[src/rtl/spike_rate_decoder_if.sv]
// spike_rate_decoder_if
//   Valid/ready result channel from the spike rate decoder to a downstream
//   logger or host.
//   rate       spike count of the last accepted window
//   out_valid  rate holds an unconsumed result
//   out_ready  downstream accepts rate when out_valid & out_ready
interface spike_rate_decoder_if #(
    parameter int CNT_W = 8
);
    logic [CNT_W-1:0] rate;
    logic             out_valid;
    logic             out_ready;

    modport master (output rate, output out_valid, input out_ready);
    modport slave  (input rate, input out_valid, output out_ready);
endinterface

[src/rtl/spike_rate_decoder.sv]
// spike_rate_decoder
//   Turns a 1-bit spike train back into numbers. Counts spikes over a
//   programmable window (rate code, sent through a valid/ready channel) and
//   measures the inter-spike interval between the two most recent spikes.
// Ports
//   clk        system clock, rising edge
//   rst_n      asynchronous active-low reset
//   en         decode enable; low = idle, partial window discarded
//   spike      spike input, one sample per cycle
//   window     window length in cycles, latched at each window start; 0 = 2**CNT_W
//   clr        synchronous clear of overflow
//   out_if     result channel (rate, out_valid, out_ready)
//   overflow   sticky: a completed window was dropped
//   isi        cycles between the two most recent spikes (saturating)
//   isi_valid  isi holds a real interval
//
// state   | meaning
// --------+-------------------------------------------------------------
// ST_IDLE | decoder disabled, counters cleared; an en=1 cycle here is
//         | already the first sample of a window, taken with the live
//         | window input
// ST_RUN  | windows running back-to-back using the latched window length
module spike_rate_decoder #(
    parameter int CNT_W = 8
) (
    input  logic                    clk,
    input  logic                    rst_n,
    input  logic                    en,
    input  logic                    spike,
    input  logic [CNT_W-1:0]        window,
    input  logic                    clr,
    spike_rate_decoder_if.master    out_if,
    output logic                    overflow,
    output logic [CNT_W-1:0]        isi,
    output logic                    isi_valid
);

    localparam logic [CNT_W-1:0] MAX = '1;
    localparam logic [CNT_W-1:0] ONE = CNT_W'(1);

    typedef enum logic {ST_IDLE, ST_RUN} state_t;

    state_t           state, state_nxt;
    logic [CNT_W-1:0] win_q;
    logic [CNT_W-1:0] wcnt;
    logic [CNT_W-1:0] cnt;
    logic [CNT_W-1:0] icnt;
    logic             armed;

    logic [CNT_W-1:0] win_eff;
    logic             last;
    logic [CNT_W:0]   sum;
    logic [CNT_W-1:0] cnt_sat;
    logic [CNT_W-1:0] icnt_inc;
    logic             result_ev;
    logic             load;
    logic             drop;

    always_comb begin
        state_nxt = state;
        win_eff   = win_q;
        case (state)
            ST_IDLE: begin
                win_eff = window;
                if (en) state_nxt = ST_RUN;
            end
            ST_RUN: begin
                if (!en) state_nxt = ST_IDLE;
            end
            default: state_nxt = ST_IDLE;
        endcase
    end

    // A window length of 0 wraps to MAX here, giving the full 2**CNT_W cycles.
    assign last      = (wcnt == (win_eff - ONE));
    assign sum       = {1'b0, cnt} + {{CNT_W{1'b0}}, spike};
    assign cnt_sat   = sum[CNT_W] ? MAX : sum[CNT_W-1:0];
    assign icnt_inc  = (icnt == MAX) ? MAX : (icnt + ONE);
    assign result_ev = en && last;
    assign load      = result_ev && (!out_if.out_valid || out_if.out_ready);
    assign drop      = result_ev && out_if.out_valid && !out_if.out_ready;

    always_ff @(posedge clk or negedge rst_n) begin
        if (!rst_n) begin
            state            <= ST_IDLE;
            win_q            <= '0;
            wcnt             <= '0;
            cnt              <= '0;
            icnt             <= '0;
            armed            <= 1'b0;
            isi              <= '0;
            isi_valid        <= 1'b0;
            out_if.rate      <= '0;
            out_if.out_valid <= 1'b0;
            overflow         <= 1'b0;
        end else begin
            state <= state_nxt;

            if (!en) begin
                wcnt      <= '0;
                cnt       <= '0;
                icnt      <= '0;
                armed     <= 1'b0;
                isi_valid <= 1'b0;
            end else begin
                if (state == ST_IDLE || last) win_q <= window;
                if (last) begin
                    wcnt <= '0;
                    cnt  <= '0;
                end else begin
                    wcnt <= wcnt + ONE;
                    cnt  <= cnt_sat;
                end

                // The first spike after enable only arms the interval counter.
                if (spike) begin
                    icnt  <= ONE;
                    armed <= 1'b1;
                    if (armed) begin
                        isi       <= icnt;
                        isi_valid <= 1'b1;
                    end
                end else begin
                    icnt <= icnt_inc;
                end
            end

            if (load) begin
                out_if.rate      <= cnt_sat;
                out_if.out_valid <= 1'b1;
            end else if (out_if.out_ready) begin
                out_if.out_valid <= 1'b0;
            end

            if (drop)     overflow <= 1'b1;
            else if (clr) overflow <= 1'b0;
        end
    end

endmodule
[src/flat_wrapper.sv]
// flat-port wrapper written by rule: the top's interface ports become plain ports
module spike_rate_decoder_flat 
#(
    parameter int CNT_W = 8
)
  (clk, rst_n, en, spike, window, clr, overflow, isi, isi_valid, out_if_rate, out_if_out_valid, out_if_out_ready);
  spike_rate_decoder_if #(.CNT_W(CNT_W)) out_if_i ();
  input  logic clk;
  input  logic rst_n;
  input  logic en;
  input  logic spike;
  input  logic [CNT_W-1:0] window;
  input  logic clr;
  output logic overflow;
  output logic [CNT_W-1:0] isi;
  output logic isi_valid;
  output wire logic [$bits(out_if_i.rate)-1:0] out_if_rate;
  output wire logic [$bits(out_if_i.out_valid)-1:0] out_if_out_valid;
  input wire logic [$bits(out_if_i.out_ready)-1:0] out_if_out_ready;
  assign out_if_rate = out_if_i.rate;
  assign out_if_out_valid = out_if_i.out_valid;
  assign out_if_i.out_ready = out_if_out_ready;
  spike_rate_decoder #(.CNT_W(CNT_W)) u_core (.clk(clk), .rst_n(rst_n), .en(en), .spike(spike), .window(window), .clr(clr), .out_if(out_if_i), .overflow(overflow), .isi(isi), .isi_valid(isi_valid));
endmodule
[config.mk]
export PLATFORM = sky130hd
export DESIGN_NAME = spike_rate_decoder_flat
export DESIGN_NICKNAME = d
export VERILOG_FILES = /design/src/rtl/spike_rate_decoder_if.sv /design/src/rtl/spike_rate_decoder.sv /design/src/flat_wrapper.sv
export SDC_FILE = /design/constraint.sdc
export NUM_CORES = 1
export LEC_CHECK = 0
export CORE_MARGIN = 8
export CORE_UTILIZATION = 50
export CTS_CLUSTER_SIZE = 16
export DETAILED_ROUTE_END_ITERATION = 10
export HOLD_SLACK_MARGIN = 0.02
export PLACE_DENSITY = 0.78
export SLEW_MARGIN = 5
export SYNTH_ARGS = -nofsm -noshare
export SYNTH_HDL_FRONTEND = slang
export SYNTH_SLANG_ARGS = --single-unit
[constraint.sdc]
create_clock -name clk -period 2.5 [get_ports clk]
set_input_delay 0.375 -clock clk [delete_from_list [all_inputs] [get_ports clk]]
set_output_delay 0.375 -clock clk [all_outputs]
set_load 0.1 [all_outputs]
==> qor.yml <==
die_w_um: 91.3
hold_path.class: "in -> async"
layout.filler_cells: 461
multi_input_comb_area_um2: 1450
die_area_um2: 8340
grt_overflow_total: 0
worst_ep_arrival_time_ps: 2570
seq_area_frac_synth_pct: 46.7
ys_seq_elements: 53
area_delta_synth_final_pct: 23.3
cts.htree.levels: 2
antennaDiodeCount: 0
routed_wl_um: 6040
layout_common_cells: "dfrtp_1, buf_4, nand2_1, nor2_1, nand3_1"
power.share.combinational_pct: 19.6
register_area_um2: 1330
grt_antenna_before_repair: 0
max-vdd-ir-drop_uv: 303
hpwlAfterDp_um: 4450
cts_buffer_depth: 2
grt_start_max_net_pins: 36
power.sequential.fraction_pct: 46.6
intPower_mw: 1.45
numCtsBuffers: 5
clock_sinks: 53
timing.clock.skew_ps: 12.9
timing_worst_setup_path_type: "reg -> reg"
crit_required_ps: 2700
power.switching_uw: 576
worst-path-buf-inv: 1
synth_enable_flop_cells: 0
postSynth.asyncResetShare_pct: 100
outcome: "complete, no violations"
clock_latency_ps: 310
synthDistinctLibCells: 45
relSlewSlack_pct: 49.1
max_clock_freq_ghz: 0.421
worst-slew-pin-transition_ps: 763
post_cts_resize_count: 1
end_kind: "flip-flop"
coreArea_um2: 5510
preCtsSetupSlack_ps: -202
final_nets: 340
clock_network_fraction_of_total_power_pct: 33.8
ctsRootBufferMaster: "clkbuf_8"
drtAntennaViolNets: 0
critical_path.startpoint_type: "flip-flop"
grt_usage_pct: 14.8
clock_tree_from_tritoncts: "yes"
number_of_maximum_capacitance_violations: 0
switching_share_pct: 28.4
final_util_pct: 63.5
synth_warnings: 0
ys_dominant_reg_cell: "dfrtp_1"
detailroute.via_count: 2240
top_family_by_delay_on_critical_path: "simple AND/OR/NAND/NOR gates"
static-leakage-power_nw: 1.61
fp-row-count: 27
layout_cells_sized_above_1_pct: 23.9
finalWorstSetupSlack_ps: 126
critical_path.slowest_cell: "or4_1"
finalCritPeriodShare_pct: 95.0
finalCriticalPeriod_ps: 2370
gp_congestion: 0.876
drt_pre_antenna_iters: 4
critical-path-max-stage-delay_ps: 500
syn_area_um2: 2840
post_syn_nets: 287
hold-worst-slack_ps: 127
initialDrtViolationCount: 83
synth_area_per_cell_um2: 10.6
grt_pass1_wl_um: 10400
clk_pin_slew_ps: 100
die_ht_um: 91.3
remaining_drc_errors: 0
layout_commonest_cell: "dfrtp_1"
post_cts_buffers: 0
post_cts_hold_buffer_count: 0
drt-wirelength-per-cell_um: 15.3
crit_chain: "buf_4 > mux2i_1 > xnor2_1 > or4_1 > and3_4 > and4_4 > mux2_4"
report.final.setup_viol: 0
hold_violations: 0
vias_in_the_first_global_route: 2271
io_pins: 33
initial_core_util_pct: 51.5
post_synthesis_cell_count: 268
cp_max_fo: 8
drt-vias-per-instance: 5.69
power_per_cell_area_nw_per_um2: 578
port_buffers: 32
timing_max_transition_violations_final: 0
## layer usage
layer / part of all wire, % / global-route usage (%) / vias up
met3: 4.7 / 3.62 / 9
li1: - / - / 1083
met1: 43 / 17.8 / 1103
met4: 1.7 / 4.50 / 0
met2: 51 / 25.6 / 45
met5: 0 / 0 / -
## flip-flops by register name, summed over array words and instances, names as in the netlist
signal,cells
u_core.cnt,8
u_core.icnt,8
u_core.isi,8
u_core.out_if.rate,8
u_core.wcnt,8
u_core.win_q,8
u_core.armed,1
u_core.isi_valid,1
u_core.out_if.out_valid,1
u_core.overflow,1
u_core.state,1
## cells by family after synthesis
kind of cell | share of synthesized area [%]
and+or+nand+nor | 17.6
DFF | 46.7
AOI/OAI and AO/OA | 12.5
muxes | 10.2
xor gates and xnor gates | 7.72
buffers and inverters | 3.04
adders and majority gates | 2.20
## synth_stat cells (2+ instances only)
cell type	instances	area, um2
and2_1	2	12.5
dfrtp_1	53	1330
mux2i_1	14	140
nand4_1	2	12.5
nor4_1	6	37.5
o21ai_0	7	35.0
a311o_1	6	60.1
and3_1	6	37.5
inv_1	8	30.0
mux2_2	8	90.1
o211ai_1	3	22.5
a31oi_1	2	12.5
xnor2_1	11	96.3
a22oi_1	6	45.0
a31o_2	3	26.3
xor2_1	14	123
nand2_1	25	93.8
nand2b_1	2	12.5
a21oi_1	11	55.1
buf_6	3	33.8
nor2b_1	2	12.5
clkbuf_1	4	15.0
nor2_1	22	82.6
nand3_1	17	85.1
nor3_1	4	20.0
ha_1	5	62.6
mux2_4	4	60.1
## metrics by stage
| step | instances | power (mW) | setup TNS [ps] | cell area (um2) |
|---|---|---|---|---|
| 6_report | 394 | 2.02 | 0 | 3500 |
| 4_1_cts | 394 | 2.04 | 0 | 3490 |
| 2_1_floorplan | 268 | 1.21 | 0 | 2860 |
| 3_3_place_gp | 386 | 1.34 | -2040 | 3350 |
| 5_1_grt | 394 | 2.11 | -4.63 | 3500 |
| 3_5_place_dp | 386 | 1.35 | -3240 | 3350 |
## layout make-up
type                       count  share of cell area, %
sequential                    53                   37.9
multi-input combinational    199                   41.3
inverter                       8                  0.858
clock inverter                 3                   1.86
timing repair buffer          54                   13.4
clock buffer                   5                   1.97
tap                           72                   2.58
## power groups by stage
| stage | combinational [mW] | sequential, mW | clock [mW] |
|---|---|---|---|
| 6_report | 0.396 | 0.943 | 0.685 |
| 5_1_grt | 0.426 | 0.951 | 0.737 |
| 4_1_cts | 0.395 | 0.941 | 0.703 |
| 3_5_place_dp | 0.394 | 0.958 | 0 |
| 3_3_place_gp | 0.383 | 0.956 | 0 |
| 2_1_floorplan | 0.179 | 1.03 | 0 |
## path summary, 6_finish.rpt
kind	to	slack (ps)	from	depth (start not counted)
min in group clk	u_core.isi_valid	500	u_core.isi_valid	2
worst max register to register	u_core.out_if.rate[2]	130	u_core.state	7
worst max-delay path	u_core.out_if.rate[2]	130	u_core.state	7
worst min register to register	u_core.isi_valid	500	u_core.isi_valid	2
worst min-delay path	u_core.icnt[0]	130	rst_n	1
max in group asynchronous	u_core.state	1710	rst_n	2
No activity file was read; power rests on OpenSTA's default activity.
